==> config.mk <==
export PLATFORM = sky130hd
export DESIGN_NAME = mem_byte_loader
export DESIGN_NICKNAME = d
export VERILOG_FILES = /design/src/rtl/npu_mem_pkg.sv /design/src/rtl/mem_byte_loader.sv
export SDC_FILE = /design/constraint.sdc
export NUM_CORES = 1
export LEC_CHECK = 0
export ABC_AREA = 1
export CORE_UTILIZATION = 58
export DETAILED_ROUTE_END_ITERATION = 16
export PLACE_DENSITY = 0.79
export SYNTH_ARGS = -nofsm -noshare
export SYNTH_HDL_FRONTEND = slang
export SYNTH_SLANG_ARGS = --single-unit
==> constraint.sdc <==
create_clock -name clk -period 9.9 [get_ports clk]
set_input_delay 1.98 -clock clk [delete_from_list [all_inputs] [get_ports clk]]
set_output_delay 1.98 -clock clk [all_outputs]
set_load 0.05 [all_outputs]
==> src/rtl/npu_mem_pkg.sv <==
// Shared definitions for the NPU matrix-memory loader path.
// Holds the loader FSM encoding, the default frame sync marker, the base
// addresses of the four RAM banks and a checksum accumulate helper.
package npu_mem_pkg;

    typedef enum logic [2:0] {
        IDLE    = 3'd0,
        ADDR_LO = 3'd1,
        ADDR_HI = 3'd2,
        LEN_LO  = 3'd3,
        LEN_HI  = 3'd4,
        DATA    = 3'd5,
        CSUM    = 3'd6
    } loader_state_t;

    localparam logic [7:0]  SYNC_BYTE_DEFAULT = 8'hA5;

    localparam logic [15:0] BANK0_BASE = 16'h0000;
    localparam logic [15:0] BANK1_BASE = 16'h4000;
    localparam logic [15:0] BANK2_BASE = 16'h8000;
    localparam logic [15:0] BANK3_BASE = 16'hC000;

    // Running XOR over the header and payload bytes of a frame.
    function automatic logic [7:0] csum_next(input logic [7:0] acc, input logic [7:0] b);
        return acc ^ b;
    endfunction

endpackage

==> src/rtl/mem_byte_loader.sv <==
// Framed byte-stream loader feeding the banked matrix RAM byte-write port.
// Frame: SYNC_BYTE, addr lo, addr hi, len lo, len hi, payload[len], and a
// trailing XOR checksum byte when MEM_LOADER_CHECKSUM_EN is defined.
// Each accepted payload byte becomes one registered write one cycle later.
module mem_byte_loader
    import npu_mem_pkg::*;
#(
    parameter logic [7:0] SYNC_BYTE = SYNC_BYTE_DEFAULT,
    parameter int         ADDR_W    = 16
) (
    input  logic              clk,
    input  logic              rst,
    input  logic              in_valid,
    input  logic [7:0]        in_data,
    output logic              in_ready,
    input  logic              mem_ready,
    input  logic              abort,
    output logic [ADDR_W-1:0] mem_addr,
    output logic [7:0]        mem_data,
    output logic              mem_we,
    output logic              busy,
    output logic              done,
    output logic              err,
    output logic [ADDR_W-1:0] bytes_written
);

    loader_state_t     state;
    loader_state_t     state_next;
    logic              ready_en;
    logic              accept;
    logic [7:0]        addr_lo_byte;
    logic [7:0]        len_lo_byte;
    logic [ADDR_W-1:0] addr_cnt;
    logic [ADDR_W-1:0] remaining;
    logic              len_zero;
    logic              last_byte;
`ifdef MEM_LOADER_CHECKSUM_EN
    logic [7:0]        csum_acc;
`endif

    // The payload stage is throttled by the memory side; every other stage
    // always takes a byte. ready_en holds the port closed for the first cycle
    // after reset release.
    assign in_ready  = ready_en & ((state == DATA) ? mem_ready : 1'b1);
    // abort takes priority: a byte offered together with abort is dropped.
    assign accept    = in_valid & in_ready & ~abort;
    assign busy      = (state != IDLE);
    assign len_zero  = ({in_data, len_lo_byte} == 16'h0000);
    assign last_byte = (remaining == ADDR_W'(1));

    // State register.
    always_ff @(posedge clk or posedge rst) begin
        if (rst) begin
            state <= IDLE;
        end else begin
            state <= state_next;
        end
    end

    // Next-state decode: one header byte per stage, payload until count is exhausted.
    always_comb begin
        state_next = state;
        if (abort) begin
            state_next = IDLE;
        end else if (accept) begin
            case (state)
                IDLE: begin
                    if (in_data == SYNC_BYTE) begin
                        state_next = ADDR_LO;
                    end else begin
                        state_next = IDLE;
                    end
                end
                ADDR_LO: state_next = ADDR_HI;
                ADDR_HI: state_next = LEN_LO;
                LEN_LO:  state_next = LEN_HI;
                LEN_HI: begin
                    if (len_zero) begin
                        state_next = IDLE;
                    end else begin
                        state_next = DATA;
                    end
                end
                DATA: begin
                    if (last_byte) begin
`ifdef MEM_LOADER_CHECKSUM_EN
                        state_next = CSUM;
`else
                        state_next = IDLE;
`endif
                    end else begin
                        state_next = DATA;
                    end
                end
`ifdef MEM_LOADER_CHECKSUM_EN
                CSUM:    state_next = IDLE;
`endif
                default: state_next = IDLE;
            endcase
        end else begin
            state_next = state;
        end
    end

    // Datapath: header capture, address/count tracking, registered write port and status.
    always_ff @(posedge clk or posedge rst) begin
        if (rst) begin
            ready_en      <= 1'b0;
            addr_lo_byte  <= 8'h00;
            len_lo_byte   <= 8'h00;
            addr_cnt      <= '0;
            remaining     <= '0;
            mem_addr      <= '0;
            mem_data      <= 8'h00;
            mem_we        <= 1'b0;
            done          <= 1'b0;
            err           <= 1'b0;
            bytes_written <= '0;
`ifdef MEM_LOADER_CHECKSUM_EN
            csum_acc      <= 8'h00;
`endif
        end else begin
            ready_en <= 1'b1;
            mem_we   <= 1'b0;
            done     <= 1'b0;
            if (abort) begin
                if (state != IDLE) begin
                    err <= 1'b1;
                end else begin
                    err <= err;
                end
            end else if (accept) begin
                case (state)
                    IDLE: begin
                        if (in_data == SYNC_BYTE) begin
                            err <= 1'b0;
`ifdef MEM_LOADER_CHECKSUM_EN
                            csum_acc <= 8'h00;
`endif
                        end else begin
                            err <= err;
                        end
                    end
                    ADDR_LO: begin
                        addr_lo_byte <= in_data;
`ifdef MEM_LOADER_CHECKSUM_EN
                        csum_acc <= csum_next(csum_acc, in_data);
`endif
                    end
                    ADDR_HI: begin
                        addr_cnt <= ADDR_W'({in_data, addr_lo_byte});
`ifdef MEM_LOADER_CHECKSUM_EN
                        csum_acc <= csum_next(csum_acc, in_data);
`endif
                    end
                    LEN_LO: begin
                        len_lo_byte <= in_data;
`ifdef MEM_LOADER_CHECKSUM_EN
                        csum_acc <= csum_next(csum_acc, in_data);
`endif
                    end
                    LEN_HI: begin
`ifdef MEM_LOADER_CHECKSUM_EN
                        csum_acc <= csum_next(csum_acc, in_data);
`endif
                        if (len_zero) begin
                            err <= 1'b1;
                        end else begin
                            remaining     <= ADDR_W'({in_data, len_lo_byte});
                            bytes_written <= '0;
                        end
                    end
                    DATA: begin
                        mem_we        <= 1'b1;
                        mem_addr      <= addr_cnt;
                        mem_data      <= in_data;
                        addr_cnt      <= addr_cnt + ADDR_W'(1);
                        remaining     <= remaining - ADDR_W'(1);
                        bytes_written <= bytes_written + ADDR_W'(1);
`ifdef MEM_LOADER_CHECKSUM_EN
                        csum_acc <= csum_next(csum_acc, in_data);
`else
                        // Frame completion coincides with the final write.
                        done <= last_byte;
`endif
                    end
`ifdef MEM_LOADER_CHECKSUM_EN
                    CSUM: begin
                        done <= 1'b1;
                        if (csum_acc != in_data) begin
                            err <= 1'b1;
                        end else begin
                            err <= err;
                        end
                    end
`endif
                    default: begin
                        err <= err;
                    end
                endcase
            end else begin
                err <= err;
            end
        end
    end

endmodule

* Yosys cells after proc, flatten, opt, wreduce, memory -nomap -nowiden
Index checks and enable logic that the tools add are counted.
** Operators by class
- $add $sub $neg :: 3
- Equality and inequality tests :: 11
- Mux-type cells :: 24
- Bitwise logic cells :: 4
- Reductions and logical operators :: 13
** Operators with widths (count)
- $pmux 16 s2 :: 3
- $add 16x1->16 const B :: 2
- $mux 16 :: 2
- $pmux 3 s6 :: 1
- $eq 16x1->1 const B :: 1
- $logic_not 16->1 :: 1
- $sub 16x1->16 const B :: 1
- $mux 1 :: 13
- $mux 3 :: 4
- $reduce_and 3->1 :: 4
- $eq 8x8->1 const B :: 1
- $eq 3x2->1 const B :: 2
- $eq 3x3->1 const B :: 2
- $ne 3x3->1 const B :: 2
- $reduce_bool 2->1 :: 3
- $reduce_bool 3->1 :: 2
- $reduce_and 5->1 :: 1
- $reduce_and 4->1 :: 1
- $and 1x1->1 :: 3
- $eq 3x1->1 const B :: 1
- $logic_not 3->1 :: 1
- $ne 2x1->1 const B :: 1
- $ne 2x2->1 const B :: 1
- $pmux 1 s2 :: 1
- $not 1->1 :: 1
** Word-level totals
- Bits in registers :: 95
- Input port bits :: 13
- Output and inout port bits :: 45
- Word-level logic and storage cells :: 67

* Logic depth before layout (Yosys ltp)
Gate-level depths: netlist (run 1).
- Depth after elaboration :: 7
- Depth in mapped cells :: 11
- Gate-level depth less buffers :: 11

* Worst setup path after synthesis (run 1)
Ideal clock, no wire load.
- Kind :: input -> output
- Start :: input port mem_ready
- End :: output port in_ready
- Arrival :: 2542 ps
- Data required time :: 7920 ps
- Path slack :: 5378 ps
- Stages on the path :: 3
- Path buffers :: 0
- Cell sequence :: inv_1 > nand3_1 > and2_1
** Between the ends
- Longest elaborated chain between the ends :: 2
** RTL lines
- start: declaration :: line mem_byte_loader.sv:16 : input logic mem_ready,
- $mux 1 :: line mem_byte_loader.sv:44 : assign in_ready = ready_en & ((state == DATA) ? mem_ready : 1'b1);
- $and 1x1->1 :: line mem_byte_loader.sv:44
- end: declaration :: line mem_byte_loader.sv:15 : output logic in_ready,
Every way passes these cells.

* Worst setup path after layout (run 1)
Ends and elaborated chain as after synthesis.

==> reports/results.tsv, run 1 <==
stage	metric	value	unit
sta	hold_ws	0.476	ns
drt	route.vias.total	4836	
clock_network	clockBufferDepth	2	
critical_path	critPathArrivalTime	3.52	ns
floorplanning	ioPinCount	58	
pwr	p_total	0.691	mW
place	portBuffers	57	
sta	fin_worst_skew	0.0101	ns
global_route	grt_pass1_wl	21.2	mm
sta	report.final.slew_viol_count	0	
pwr	p_int	0.505	mW
final_layout	antenna-diode-count	0	
global_route	use_met2	0.454	
final_layout	nNetsFinal	811	
floorplanning	core	8720	sq um
sta	final_hold_viol_count	0	
clock_network	clk_pin_slew	0.10	ns
clock_network	postCtsHoldBufs	0	
synthesis	ys_ff_latch	95	
status	run_status	finished, final reports clean	
floorplanning	die_y	96.7	microns
pwr	netSwitchingFraction	0.269	
global_route	gr-usage-met3	0.0434	
pwr	vdd_drop_max	80.2	uV
pwr	pwr-share-seq	0.575	
sta	setup_viol	0	
sta	fin_ws	4.40	ns
floorplanning	die_w	96.7	microns
synthesis	syn_area_per_cell	7.00	sq um
pwr	clock_power_share	0.366	
job	max_cap_violations	0	
critical_path	worstPathMaxFanout	3	
drt	route.detailed.drc	0	
synthesis	yosysWarnings	0	
final_layout	final_cells	907	
floorplanning	dieArea	9360	sq um
sta	slew_headroom	0.451	
worst_hold_path	hold_path.class	reg2reg	
drt	drt_wl_total	12.2	mm
final_layout	multiInputGateArea	2480	sq um
synthesis	synth.area.top_cells	dfrtp_1, nand2_1, o21ai_0	
place	dp_slack	4.40	ns
clock_network	clk-insertion-delay-late	0.37	ns
final_layout	areaGrowthSynthToFinish	15.5	%
pwr	power_density	115	nW/um^2
final_layout	drive_above_1_share	0.0438	
global_route	grt_max_degree	68	
sta	fmax	0.182	GHz
place	gp_congestion	0.940	
clock_network	cts_max_level	3	
drt	postRouteAntennaNets	0	
place	dp_cells	891	
clock_network	cts_setup_buffers	0	
drt	drtIter0Drc	297	
critical_path	crit_type	in2out	
pwr	power_switching	0.186	mW
final_layout	layout_commonest_cell	nand2_1	
sta	tightest_slew	0.823	ns
synthesis	syn-cell-area	5210	sq um
sta	period_share	0.555	
global_route	busiest_layer	met2	
global_route	grt_pass1_vias	4567	
final_layout	layout_common_cells	nand2_1, dfrtp_1, nor2_1, o21ai_0, clkdlybuf4s50_1	
synthesis	syn-instance-count	744	
global_route	use_met1	0.379	
critical_path	cp.required	7.92	ns
clock_network	cts_tree	yes	
place	hpwl	8.64	mm
floorplanning	start_util	0.597	
synthesis	synth_nets	761	
floorplanning	rows	34	
final_layout	layout.area.seq	2380	sq um
pwr	power_frac_comb	0.059	
critical_path	start_kind	input port	
synthesis	yosysSeqAreaShare	0.457	
drt	wire_per_inst	13.4	microns
drt	firstDrtPassIters	5	
critical_path	rrSetupSlack	6.94	ns
synthesis	yosys.area.top_type	dfrtp_1	
global_route	grt_use_total	0.276	
sta	post-route-min-period	5.50	ns
critical_path	cp-end-kind	output port	
synthesis	yosysTopAreaCellShare	0.457	
sta	rsz0062_at_grt	false	
clock_network	cts_buffers	9	
global_route	grt_overflow	0	
sta	fin_setup_tns	0	ns
clock_network	numClockSinks	95	
final_layout	filler_cell_count	741	
global_route	antenna_found_initial	0	
pwr	p_leak	2.97	nW
clock_network	cts_resized	0	
synthesis	ys_types	32	
drt	avgViaCountPerCell	5.33	
clock_network	cts_root_buf	clkbuf_8	
==> power by group through the flow <==
stage / Combinational, mW / Clock (mW) / Sequential, mW
6_report: 0.0407 / 0.253 / 0.397
5_1_grt: 0.0462 / 0.274 / 0.398
4_1_cts: 0.0412 / 0.259 / 0.397
3_5_place_dp: 0.0410 / 0 / 0.405
3_3_place_gp: 0.0403 / 0 / 0.405
2_1_floorplan: 0.0214 / 0 / 0.407
==> state kept, by name, indices dropped and copies added (netlist names) <==
name and count:
state 3, bytes_written 16, remaining 16, ready_en 1, len_lo_byte 8, err 1
mem_addr 16, addr_cnt 16, mem_we 1, addr_lo_byte 8, done 1, mem_data 8
==> Yosys cell counts <==
library cell	instances
o211ai_1	1
inv_1	57
xor2_1	10
dfrtp_1	95
nand2_1	318
nand3_1	36
o31ai_1	1
nand4_1	5
nor2_2	1
nor2_4	1
ha_1	4
nor3_1	9
buf_6	1
nor2_1	76
clkbuf_1	2
nand4_2	1
o21bai_1	1
xnor2_1	2
or2_2	2
inv_2	6
and2_1	2
o21ai_0	69
nand2_2	3
buf_2	16
mux2i_1	2
buf_4	2
nand3b_1	6
o21ai_1	7
a21oi_1	4
o22ai_1	2
conb_1	1
nand3_2	1
==> worst paths after layout <==
path                       startpoint       endpoint  cells after the start
max                         mem_ready       in_ready                      5
max reg2reg                  state[1]  remaining[11]                     10
max in group asynchronous         rst   remaining[5]                      3
min reg2reg                       err            err                      2
min                               err            err                      2
min in group asynchronous         rst    mem_addr[3]                      2
==> cell families after synthesis <==
kind of cell / synth area share
AO/OA/AOI/OAI: 0.0836
buffers and inverters: 0.0673
AND/OR/NAND/NOR: 0.358
XOR/XNOR: 0.0202
flip-flops: 0.457
adder cells (fa/ha/maj): 0.00961
other: 0.000720
multiplexers: 0.00385
==> layout make-up <==
type,instances,area share
clock inverters,7,0.0110
multi-input cells,565,0.412
flip-flops and latches,95,0.395
repair buffers,60,0.0986
well taps,108,0.0225
clock buffers,9,0.0206
inverters,63,0.0395
==> per-stage QoR <==
step,cell area [sq um],utilization
floorplan,5210,-
global placement,5820,0.668
detailed placement,5820,0.668
CTS,6010,0.689
global route,6010,0.689
finish,6010,0.689
==> layer usage <==
layer	wire length (microns)	part of all wire	vias to the layer above
li1	-	-	2432
met1	5600	0.46	2233
met2	5670	0.47	152
met3	734	0.060	19
met4	165	0.014	0
met5	0	0	-
==> critical path, stage by stage <==
cell             delay [ns]
clkdlybuf4s50_1        0.46
inv_1                  0.04
nand3_1                0.11
and2_1                 0.14
clkdlybuf4s50_1        0.80
Note: power is estimated with default switching activity, not from simulation.
==> inputs of run 2 (changes only) <==
- CORE_UTILIZATION: 58 -> 57
- PLACE_DENSITY: 0.79 -> 0.78
- clock period: 9.9 -> 5.35 ns (I/O delays scaled with it)
==> reports/results.tsv, run 2 (synthesis gave the netlist of run 1 again) <==
stage	metric	value	unit	change
critical_path	cp-end-kind	output port		
critical_path	cp.required	4.28	ns	-3.64 ns
drt	drtIter0Drc	318		+7.1%
worst_hold_path	worstHoldStart	addr_lo_byte[2]		
place	hpwl	9.07	mm	+4.9%
final_layout	filler_cell_count	777		+4.9%
clock_network	postCtsHoldBufs	0		unchanged
drt	drt_wl_total	12.8	mm	+5.3%
pwr	p_total	1.37	mW	+98%
final_layout	drive_above_1_share	0.0438		unchanged
final_layout	layout_commonest_cell	nand2_1		
global_route	grt_use_total	0.284		+0.00747
final_layout	layout_common_cells	nand2_1, dfrtp_1, nor2_1, o21ai_0, clkdlybuf4s50_1		
sta	fin_worst_skew	0.0117	ns	+0.00158 ns
clock_network	clk-insertion-delay-late	0.35	ns	-0.02 ns
floorplanning	dieArea	9520	sq um	+1.7%
floorplanning	start_util	0.594		-0.00290
place	gp_congestion	0.958		+1.9%
sta	final_hold_viol_count	0		unchanged
sta	rsz0062_at_grt	false		
status	run_status	finished, final reports clean		
final_layout	layout.area.seq	2380	sq um	unchanged
critical_path	worstPathMaxFanout	3		unchanged
clock_network	cts_resized	0		unchanged
critical_path	rrSetupSlack	2.34	ns	-4.60 ns
drt	wire_per_inst	14.1	microns	+5.3%
clock_network	numClockSinks	95		unchanged
job	max_cap_violations	0		unchanged
sta	slew_headroom	0.489		+0.0374
clock_network	cts_tree	yes		
floorplanning	ioPinCount	58		unchanged
worst_hold_path	min_to	addr_lo_byte[2]		
clock_network	clk_pin_slew	0.10	ns	about the same
critical_path	rr_worst_depth	10		unchanged
worst_hold_path	holdPathStages	2		unchanged
sta	report.final.slew_viol_count	0		unchanged
clock_network	cts_root_buf	clkbuf_8		
global_route	antenna_found_initial	0		unchanged
sta	setup_viol	0		unchanged
clock_network	cts_setup_buffers	0		unchanged
final_layout	nNetsFinal	811		unchanged
final_layout	antenna-diode-count	0		unchanged
sta	period_share	0.693		
critical_path	critPathArrivalTime	2.64	ns	-0.88 ns
pwr	power_density	226	nW/um^2	+96%
sta	post-route-min-period	3.71	ns	
place	portBuffers	57		unchanged
global_route	grt_overflow	0		unchanged
drt	route.detailed.drc	0		unchanged
clock_network	cts_max_level	3		unchanged
critical_path	reg2reg_to	bytes_written[7]		
drt	postRouteAntennaNets	0		unchanged
sta	fin_setup_tns	0	ns	unchanged
drt	route.vias.total	4887		+1.1%
pwr	p_leak	2.99	nW	+0.66%
critical_path	timing.rr.start	state[1]		
global_route	grt_pass1_wl	22.0	mm	+3.8%
floorplanning	die_y	97.6	microns	+0.85%
floorplanning	core	8760	sq um	+0.49%
clock_network	clockBufferDepth	2		unchanged
sta	fmax	0.270	GHz	
pwr	vdd_drop_max	147	uV	+84%
global_route	grt_max_degree	57		-16%
worst_hold_path	hold_path.class	reg2reg		
drt	firstDrtPassIters	5		unchanged
critical_path	start_kind	input port		
final_layout	multiInputGateArea	2480	sq um	unchanged
clock_network	cts_buffers	9		unchanged
final_layout	areaGrowthSynthToFinish	16.5	%	
global_route	grt_pass1_vias	4619		+1.1%
sta	tightest_slew	0.764	ns	-0.0588 ns
sta	hold_ws	0.488	ns	+0.0120 ns
critical_path	crit_type	in2out		
floorplanning	die_w	97.6	microns	+0.85%
floorplanning	rows	34		unchanged
drt	avgViaCountPerCell	5.39		+1.1%
[run 2: worst max-delay path, cell delays in order]
cell	delay, ns
clkdlybuf4s50_1	0.45
inv_1	0.04
nand3_1	0.12
and2_1	0.15
clkdlybuf4s50_1	0.81
[run 2: worst max path at each step]
stage                       end      start  slack [ns]  cells after the start
floorplan           addr_cnt[0]        rst        1.80                      1
global placement       in_ready  mem_ready        1.68                      5
detailed placement     in_ready  mem_ready        1.65                      5
CTS                    in_ready  mem_ready        1.65                      5
global route           in_ready  mem_ready        1.59                      5
finish                 in_ready  mem_ready        1.64                      5
[run 2: metal layers]
metal / part of all wire / vias to the layer above / global-route usage
li1: - / 2426 / -
met1: 0.46 / 2274 / 0.396
met2: 0.47 / 168 / 0.465
met3: 0.050 / 19 / 0.0302
met4: 0.018 / 0 / 0.0916
met5: 0 / - / 0
[run 2: report_power, final]
group / internal [mW] / switching, mW
registers: 0.727 / 0.00875
clock network: 0.303 / 0.253
logic: 0.0237 / 0.0528
[run 2: per-stage QoR]
stage | area (sq um) | setup WS (ns) | std cells | utilization
6_report | 6060 | 1.64 | 907 | 0.692
5_1_grt | 6060 | 1.59 | 907 | 0.692
4_1_cts | 6060 | 1.65 | 907 | 0.692
3_5_place_dp | 5820 | 1.65 | 891 | 0.664
3_3_place_gp | 5820 | 1.68 | 891 | 0.664
2_1_floorplan | 5210 | 1.80 | 744 | -
[run 2: final cells by class]
class	count	share of cell area
multi-input cells	565	0.409
flip-flops and latches	95	0.392
repair buffers	60	0.0978
inverters	63	0.0392
clock buffers	12	0.0272
well taps	108	0.0223
clock inverters	4	0.0126
==> inputs of run 3 (changes only) <==
- clock period: 5.35 -> 3.85 ns (I/O delays scaled with it)
==> reports/results.tsv, run 3 (synthesis gave the netlist of run 1 again) <==
stage	metric	value	unit	change
sta	period_share	0.802		
pwr	p_leak	3.00	nW	+0.42%
clock_network	numClockSinks	95		unchanged
pwr	vdd_drop_max	216	uV	+47%
clock_network	cts_tree	yes		
floorplanning	core	8760	sq um	unchanged
critical_path	cp.required	3.08	ns	-1.20 ns
global_route	grt_max_degree	50		-12%
critical_path	cp_common_cell	clkdlybuf4s50_1		
floorplanning	die_w	97.6	microns	unchanged
sta	slew_headroom	0.492		+0.00333
global_route	grt_pass1_vias	4689		+1.5%
sta	fin_setup_tns	0	ns	unchanged
sta	fmax	0.324	GHz	
pwr	power_density	316	nW/um^2	+40%
job	max_cap_violations	0		unchanged
drt	avgViaCountPerCell	5.44		+0.98%
critical_path	crit_type	in2out		
critical_path	slowest_delay	0.80	ns	about the same
drt	drtIter0Drc	355		+12%
floorplanning	die_y	97.6	microns	unchanged
global_route	grt_pass1_wl	22.3	mm	+1.4%
final_layout	nNetsFinal	813		+0.25%
sta	report.final.slew_viol_count	0		unchanged
sta	setup_viol	0		unchanged
final_layout	layout_common_cells	nand2_1, dfrtp_1, nor2_1, o21ai_0, clkdlybuf4s50_1		
drt	route.detailed.drc	0		unchanged
sta	fin_worst_skew	0.0112	ns	-0.000474 ns
sta	final_hold_viol_count	0		unchanged
global_route	grt_use_total	0.289		+0.00554
clock_network	clk-insertion-delay-late	0.35	ns	about the same
final_layout	filler_cell_count	771		-0.77%
critical_path	cp_slowest_cell	clkdlybuf4s50_1		
global_route	antenna_found_initial	0		unchanged
worst_hold_path	hold_path.class	reg2reg		
drt	route.vias.total	4946		+1.2%
floorplanning	dieArea	9520	sq um	unchanged
clock_network	postCtsHoldBufs	0		unchanged
critical_path	critPathArrivalTime	2.32	ns	-0.32 ns
clock_network	cts_max_level	3		unchanged
sta	post-route-min-period	3.09	ns	
status	run_status	finished, final reports clean		
sta	hold_ws	0.484	ns	-0.00344 ns
drt	drt_wl_total	12.9	mm	+1.0%
final_layout	areaGrowthSynthToFinish	16.9	%	
final_layout	drive_above_1_share	0.0424		-0.00136
critical_path	start_kind	input port		
critical_path	worstPathMaxFanout	3		unchanged
sta	tightest_slew	0.759	ns	-0.00498 ns
final_layout	layout_commonest_cell	nand2_1		
critical_path	cp-end-kind	output port		
place	gp_congestion	0.959		about the same
floorplanning	start_util	0.594		unchanged
global_route	grt_overflow	0		unchanged
clock_network	clk_pin_slew	0.10	ns	about the same
place	hpwl	9.37	mm	+3.3%
place	portBuffers	57		unchanged
floorplanning	rows	34		unchanged
clock_network	cts_setup_buffers	0		unchanged
drt	firstDrtPassIters	5		unchanged
floorplanning	ioPinCount	58		unchanged
drt	postRouteAntennaNets	0		unchanged
clock_network	cts_resized	0		unchanged
sta	rsz0062_at_grt	false		
clock_network	cts_buffers	9		unchanged
clock_network	cts_root_buf	clkbuf_8		
drt	wire_per_inst	14.2	microns	+0.78%
critical_path	worstPathCellList	clkdlybuf4s50_1 -> inv_1 -> nand3_1 -> and2_1 -> clkdlybuf4s50_1		
clock_network	clockBufferDepth	2		unchanged
final_layout	antenna-diode-count	0		unchanged
==> run 3: changes by cell type in the layout (fill, tap and decap cells not counted), sizes merged <==
cell	previous run	this run
buf	3	5
clkinvlp	1	0
clkinv	2	1
clkbuf	12	13
bufinv	2	3
==> run 3: final timing paths <==
| check | from | endpoint | slack [ns] | cells after the start |
|---|---|---|---|---|
| min in group asynchronous | rst | mem_addr[4] | 0.82 | 2 |
| max in group asynchronous | rst | remaining[3] | 2.25 | 3 |
| worst max register to register | state[1] | mem_addr[4] | 1.54 | 8 |
| worst max-delay path | mem_ready | in_ready | 0.76 | 5 |
| worst min-delay path | err | err | 0.48 | 2 |
| worst min register to register | err | err | 0.48 | 2 |
==> run 3: metal layers <==
| layer | wire length [microns] | vias to the layer above | global-route usage |
|---|---|---|---|
| met1 | 5840 | 2337 | 0.406 |
| met3 | 696 | 20 | 0.0338 |
| met2 | 6200 | 160 | 0.476 |
| li1 | - | 2429 | - |
| met5 | 0 | - | 0 |
| met4 | 197 | 0 | 0.0837 |
==> run 3: power breakdown <==
| part | internal, mW | total [mW] | switching [mW] |
|---|---|---|---|
| Sequential | 1.01 | 1.02 | 0.0120 |
| Clock | 0.451 | 0.793 | 0.341 |
| Combinational | 0.0350 | 0.109 | 0.0743 |
| Total | 1.50 | 1.92 | 0.428 |
==> run 3: stage by stage <==
step	util	worst slack, ns	instance area [sq um]	total power [mW]	std cells
2_1_floorplan	-	0.603	5210	1.10	744
3_3_place_gp	0.667	0.780	5850	1.15	893
3_5_place_dp	0.667	0.756	5850	1.15	893
4_1_cts	0.695	0.756	6090	1.93	909
5_1_grt	0.695	0.697	6090	1.98	909
6_report	0.695	0.762	6090	1.92	909
==> run 3: layout make-up <==
class | count | area (sq um) | area share
multi-input combinational | 565 | 2480 | 0.407
sequential | 95 | 2380 | 0.390
clock buffer | 13 | 149 | 0.0245
tap | 108 | 135 | 0.0222
clock inverter | 3 | 90.1 | 0.0148
inverter | 63 | 238 | 0.0390
timing repair buffer | 62 | 621 | 0.102
==> run 3: worst max-delay path, delay by kind of cell <==
| family | cells | cell delay, ns |
|---|---|---|
| buffers and inverters | 3 | 1.28 |
| AND/OR/NAND/NOR | 2 | 0.25 |
